## src/rtl/branch_pkg.sv

```systemverilog
// Shared types and helpers for branch resolution and prediction.
// Holds RV32I branch funct3 codes, the 2-bit BHT counter type and its saturating update.
package branch_pkg;

  localparam logic [2:0] BEQ  = 3'b000;
  localparam logic [2:0] BNE  = 3'b001;
  localparam logic [2:0] BLT  = 3'b100;
  localparam logic [2:0] BGE  = 3'b101;
  localparam logic [2:0] BLTU = 3'b110;
  localparam logic [2:0] BGEU = 3'b111;

  typedef enum logic [1:0] {
    STRONG_NT = 2'b00,
    WEAK_NT   = 2'b01,
    WEAK_T    = 2'b10,
    STRONG_T  = 2'b11
  } bht_state_t;

  // Two-bit saturating counter: step towards taken or not-taken, clamp at the ends.
  function automatic bht_state_t sat_update(input bht_state_t state, input logic taken);
    bht_state_t result;
    result = state;
    unique case (state)
      STRONG_NT: result = taken ? WEAK_NT  : STRONG_NT;
      WEAK_NT:   result = taken ? WEAK_T   : STRONG_NT;
      WEAK_T:    result = taken ? STRONG_T : WEAK_NT;
      STRONG_T:  result = taken ? STRONG_T : WEAK_T;
      default:   result = state;
    endcase
    return result;
  endfunction

endpackage

```

## src/rtl/branch_cond_eval.sv

```systemverilog
// Combinational branch condition evaluation from funct3 and the ALU comparison flags.
// funct3 010/011 are not branch encodings and report legal=0, taken=0.
module branch_cond_eval
  import branch_pkg::*;
(
  input  logic [2:0] funct3,
  input  logic       equal,
  input  logic       less_than,
  input  logic       less_than_unsigned,
  output logic       taken,
  output logic       legal
);

  always_comb begin
    taken = 1'b0;
    legal = 1'b1;
    unique case (funct3)
      BEQ:     taken = equal;
      BNE:     taken = ~equal;
      BLT:     taken = less_than;
      BGE:     taken = ~less_than;
      BLTU:    taken = less_than_unsigned;
      BGEU:    taken = ~less_than_unsigned;
      default: legal = 1'b0;
    endcase
  end

endmodule

```

## src/rtl/branch_predict_unit.sv

```systemverilog
// Branch history table of 2-bit counters with execute-stage resolution and
// mispredict detection; BHT and performance counters update on the edge ending a resolve.
module branch_predict_unit
  import branch_pkg::*;
#(
  parameter int XLEN        = 32,
  parameter int BHT_ENTRIES = 64,
  parameter int IDX_W       = $clog2(BHT_ENTRIES),  // derived, leave at default
  parameter int CNT_W       = 32
) (
  input  logic             clk,
  input  logic             rst_n,
  input  logic [XLEN-1:0]  pc_f,
  output logic             predict_taken_f,
  input  logic             resolve_valid,
  input  logic [XLEN-1:0]  pc_e,
  input  logic [2:0]       funct3_e,
  input  logic             equal,
  input  logic             less_than,
  input  logic             less_than_unsigned,
  input  logic             predicted_taken_e,
  output logic             branch_taken,
  output logic             mispredict,
  output logic             illegal_branch,
  output logic [CNT_W-1:0] branch_count,
  output logic [CNT_W-1:0] mispredict_count
);

  logic             cond_taken;
  logic             cond_legal;
  logic             resolve_legal;
  logic [IDX_W-1:0] fetch_idx;
  logic [IDX_W-1:0] upd_idx;
  bht_state_t       upd_state;
  bht_state_t       bht_reg [BHT_ENTRIES];
  logic [CNT_W-1:0] branch_count_reg;
  logic [CNT_W-1:0] mispredict_count_reg;

  // PC bits outside the index field are intentionally ignored (aliasing).
  logic unused_pc_bits;
  assign unused_pc_bits = ^{pc_f[XLEN-1:IDX_W+2], pc_f[1:0], pc_e[XLEN-1:IDX_W+2], pc_e[1:0]};

  branch_cond_eval u_cond_eval (
    .funct3             (funct3_e),
    .equal              (equal),
    .less_than          (less_than),
    .less_than_unsigned (less_than_unsigned),
    .taken              (cond_taken),
    .legal              (cond_legal)
  );

  assign resolve_legal  = resolve_valid & cond_legal;
  assign branch_taken   = resolve_legal & cond_taken;
  assign mispredict     = resolve_legal & (branch_taken != predicted_taken_e);
  assign illegal_branch = resolve_valid & ~cond_legal;

  assign fetch_idx       = pc_f[IDX_W+1:2];
  assign upd_idx         = pc_e[IDX_W+1:2];
  assign predict_taken_f = bht_reg[fetch_idx][1];
  assign upd_state       = sat_update(bht_reg[upd_idx], cond_taken);

  // Per-entry registers: the fetch read sees the pre-update value on a same-index collision.
  generate
    for (genvar gi = 0; gi < BHT_ENTRIES; gi++) begin : g_bht
      always_ff @(posedge clk or negedge rst_n) begin
        if (!rst_n) begin
          bht_reg[gi] <= WEAK_NT;
        end else if (resolve_legal && (upd_idx == IDX_W'(gi))) begin
          bht_reg[gi] <= upd_state;
        end
      end
    end
  endgenerate

  always_ff @(posedge clk or negedge rst_n) begin
    if (!rst_n) begin
      branch_count_reg     <= '0;
      mispredict_count_reg <= '0;
    end else begin
      if (resolve_legal) branch_count_reg <= branch_count_reg + 1'b1;
      if (mispredict)    mispredict_count_reg <= mispredict_count_reg + 1'b1;
    end
  end

  assign branch_count     = branch_count_reg;
  assign mispredict_count = mispredict_count_reg;

endmodule
```

## config.mk

```make
export PLATFORM = sky130hd
export DESIGN_NAME = branch_predict_unit
export DESIGN_NICKNAME = d
export VERILOG_FILES = /design/src/rtl/branch_pkg.sv /design/src/rtl/branch_cond_eval.sv /design/src/rtl/branch_predict_unit.sv
export SDC_FILE = /design/constraint.sdc
export NUM_CORES = 1
export LEC_CHECK = 0
export ABC_CLOCK_PERIOD_IN_PS = 3900
export BUFFER_PORTS_ARGS = -buffer_cell sky130_fd_sc_hd__buf_2
export CORE_MARGIN = 3
export CORE_UTILIZATION = 52
export CTS_BUF_LIST = sky130_fd_sc_hd__clkbuf_16
export CTS_CLUSTER_DIAMETER = 50
export CTS_CLUSTER_SIZE = 16
export DETAILED_ROUTE_END_ITERATION = 6
export HOLD_SLACK_MARGIN = 0.02
export PLACE_DENSITY = 0.74
export RECOVER_POWER = 100
export SLEW_MARGIN = 20
export SYNTH_ARGS = -nofsm -noshare
export SYNTH_HDL_FRONTEND = slang
export SYNTH_SLANG_ARGS = --single-unit
```

## constraint.sdc

```tcl
create_clock -name clk -period 3.9 [get_ports clk]
set_input_delay 0.78 -clock clk [delete_from_list [all_inputs] [get_ports clk]]
set_output_delay 0.78 -clock clk [all_outputs]
set_load 0.03 [all_outputs]
```

==> out/metrics.csv <==
metric;value;unit
arrival;2.74;ns
synth_cells;817;
required;3.12;ns
postCtsSetupRepairBufs;0;
grt_use_total;22.8;%
diodes;0;
synth-seq-cells;192;
hold_viol_final;0;
layout_worst_path_cycle_share;90.3;%
synthSimpleGateAreaFrac;13.6;%
vias;6615;
grt_pass1_wl;35900;um
synth_top_area_share;33.6;%
drtAntennaViolNets;0;
relSlewSlack;-59.1;%
design.core.area;17600;sq um
synth-seq-area-share;51.3;%
synth_top_family_by_area;multiplexers;
ctsHoldBuffers;0;
synth.most_common_cell;nor2_1;
post_cts_resized;0;
pin_count;142;
synth_top_area_cell;dfrtp_1;
failed_checks;capacitance limit, slew limit;
layout-drive-gt1-share;27.8;%
fp.dieH;141;um
synthMuxAreaShare;21.8;%
leakagePower;4.63;nW
first_pass_iters;5;
dp_hpwl;14700;um
synth-xor-area-share;5.80;%
start_util;54.1;%
grt-ovfl-total;0;
final_cell_count_no_fill;1139;
period_minus_slack;3.52;ns
htreeDepth;4;
clock-skew-final;0.0106;ns
synth_compound_area_share;4.45;%
async_flop_share;100;%
setup.worst_path.start_class;input port;
cp_max_fo;16;
tns;0;ns
drt_wl_total;21700;um
slew_violations;100;
syn_area;9520;sq um
synthDistinctLibCells;39;
clock_path_buffers;2;
cts_made_buffers;17;
rrSetupSlack;0.93;ns
status;finished with violations;
fillers;1438;
dp_cells;1107;
crit_path_end_kind;output port;
fin_nets;977;
cts_sinks;192;
cts_tree;done;
clk_latency;0.44;ns
critical_path_class;in -> out;
ir_drop;0.000325;V
path_clk_slew;0.07;ns
antenna_found_initial;0;
tightest_slew;2.39;ns
root_buffer;clkbuf_16;
holdCritPathClass;reg -> reg;
via_per_inst;5.81;
setup_viol;0;
fp.dieW;141;um
synth_commonest_cells;nor2_1, dfrtp_1, mux2_2;
synth_flop_cell;dfrtp_1;
ys_warn_count;0;
fmax;284;MHz
synth-edff-count;0;
synthTopCellsByArea;dfrtp_1, dfstp_2, mux4_2, mux2_2, nor2_1;
stdcell_area;10700;sq um
grt_max_degree;100;
grt_pass1_vias;6743;
power_density;468;nW/um^2
rsz0062_at_grt;no;
place_area;10200;sq um
gp_congestion;0.883;
io_buffers;89;
drtIter0Drc;493;
syn_to_final_growth;12.0;%
dieArea;20000;sq um
cap_violations;1;
syn-num-nets;893;
syn_avg_cell_area;11.7;sq um
drc;0;
largest_reg_flops;128;
wire_per_inst;19.0;um
rows;48;
synthAdderAreaFrac;0.486;%
stage by stage:
| step | setup slack [ns] | utilization [%] | hold slack [ns] | total power [W] |
|---|---|---|---|---|
| floorplan | 0.0167 | - | 0.442 | 0.00308 |
| global placement | 0.227 | 58.1 | 0.452 | 0.00334 |
| detailed placement | 0.212 | 58.1 | 0.460 | 0.00337 |
| CTS | 0.360 | 61.4 | 0.456 | 0.00505 |
| global route | 0.191 | 60.6 | 0.490 | 0.00522 |
| finish | 0.378 | 60.6 | 0.471 | 0.00499 |
kinds of logic after synthesis:
kind of cell	after synthesis
AOI/OAI and AO/OA	77
xor gates and xnor gates	63
adders and majority gates	4
buffers and inverters	55
DFF	192
muxes	134
and+or+nand+nor	292
critical path: stages:
cell	delay (ns)
buf_2	0.10
buf_12	0.19
mux4_2	0.54
mux4_2	0.52
mux2_2	0.30
nand2_1	0.06
o21ai_0	0.06
buf_2	0.18
metal layers:
metal  part of all wire (%)  global-route usage [%]  wire length, um
met4                    1.7                    6.43              361
met2                     49                    36.3            10600
met1                     44                    32.4             9480
met5                      0                       0                0
met3                    5.6                    4.28             1220
where the power goes:
part           total (W)  switching [W]  internal (W)
combinational   0.000830       0.000490      0.000340
clock            0.00168       0.000834      0.000850
sequential       0.00248       0.000179       0.00230
total            0.00499        0.00150       0.00349
layout by cell type, fill, tap and decap left out, types with 3 or more instances in the layout:
master,count
and3_1,16
clkbuf_1,70
and2_0,3
mux2i_1,15
inv_1,14
xnor2_1,43
buf_2,19
nor3_1,6
a22oi_1,3
inv_8,4
nand2_1,49
mux2_2,66
inv_6,3
nor2b_1,3
dfstp_2,64
clkbuf_16,17
buf_4,9
o21a_1,3
or2_2,5
dfrtp_1,128
a21oi_1,60
clkbuf_2,5
clkinvlp_4,3
o22ai_1,3
nor2_1,151
xor2_1,20
mux4_2,52
nand2b_1,4
and4_1,4
and2_1,6
nand3_1,26
nand4_1,17
worst paths after layout:
kind                              startpoint              end  depth (start not counted)
worst max register to register   bht_reg[35]     bht_reg[124]                          8
worst min-delay path            bht_reg[110]     bht_reg[110]                          2
max in group asynchronous              rst_n      bht_reg[27]                          2
worst max-delay path                 pc_f[2]  predict_taken_f                          8
worst min register to register  bht_reg[110]     bht_reg[110]                          2
min in group asynchronous              rst_n      bht_reg[99]                          1
final cells by class:
cell class / count / area [sq um] / share of cell area [%]
Tap cell: 225 / 282 / 2.64
Inverter: 15 / 56.3 / 0.528
Clock buffer: 17 / 425 / 3.99
Timing Repair Buffer: 105 / 478 / 4.48
Sequential cell: 192 / 4880 / 45.8
Multi-Input combinational cell: 570 / 4390 / 41.2
Clock inverter: 15 / 148 / 1.38
No activity file was read; power rests on OpenSTA's default activity.
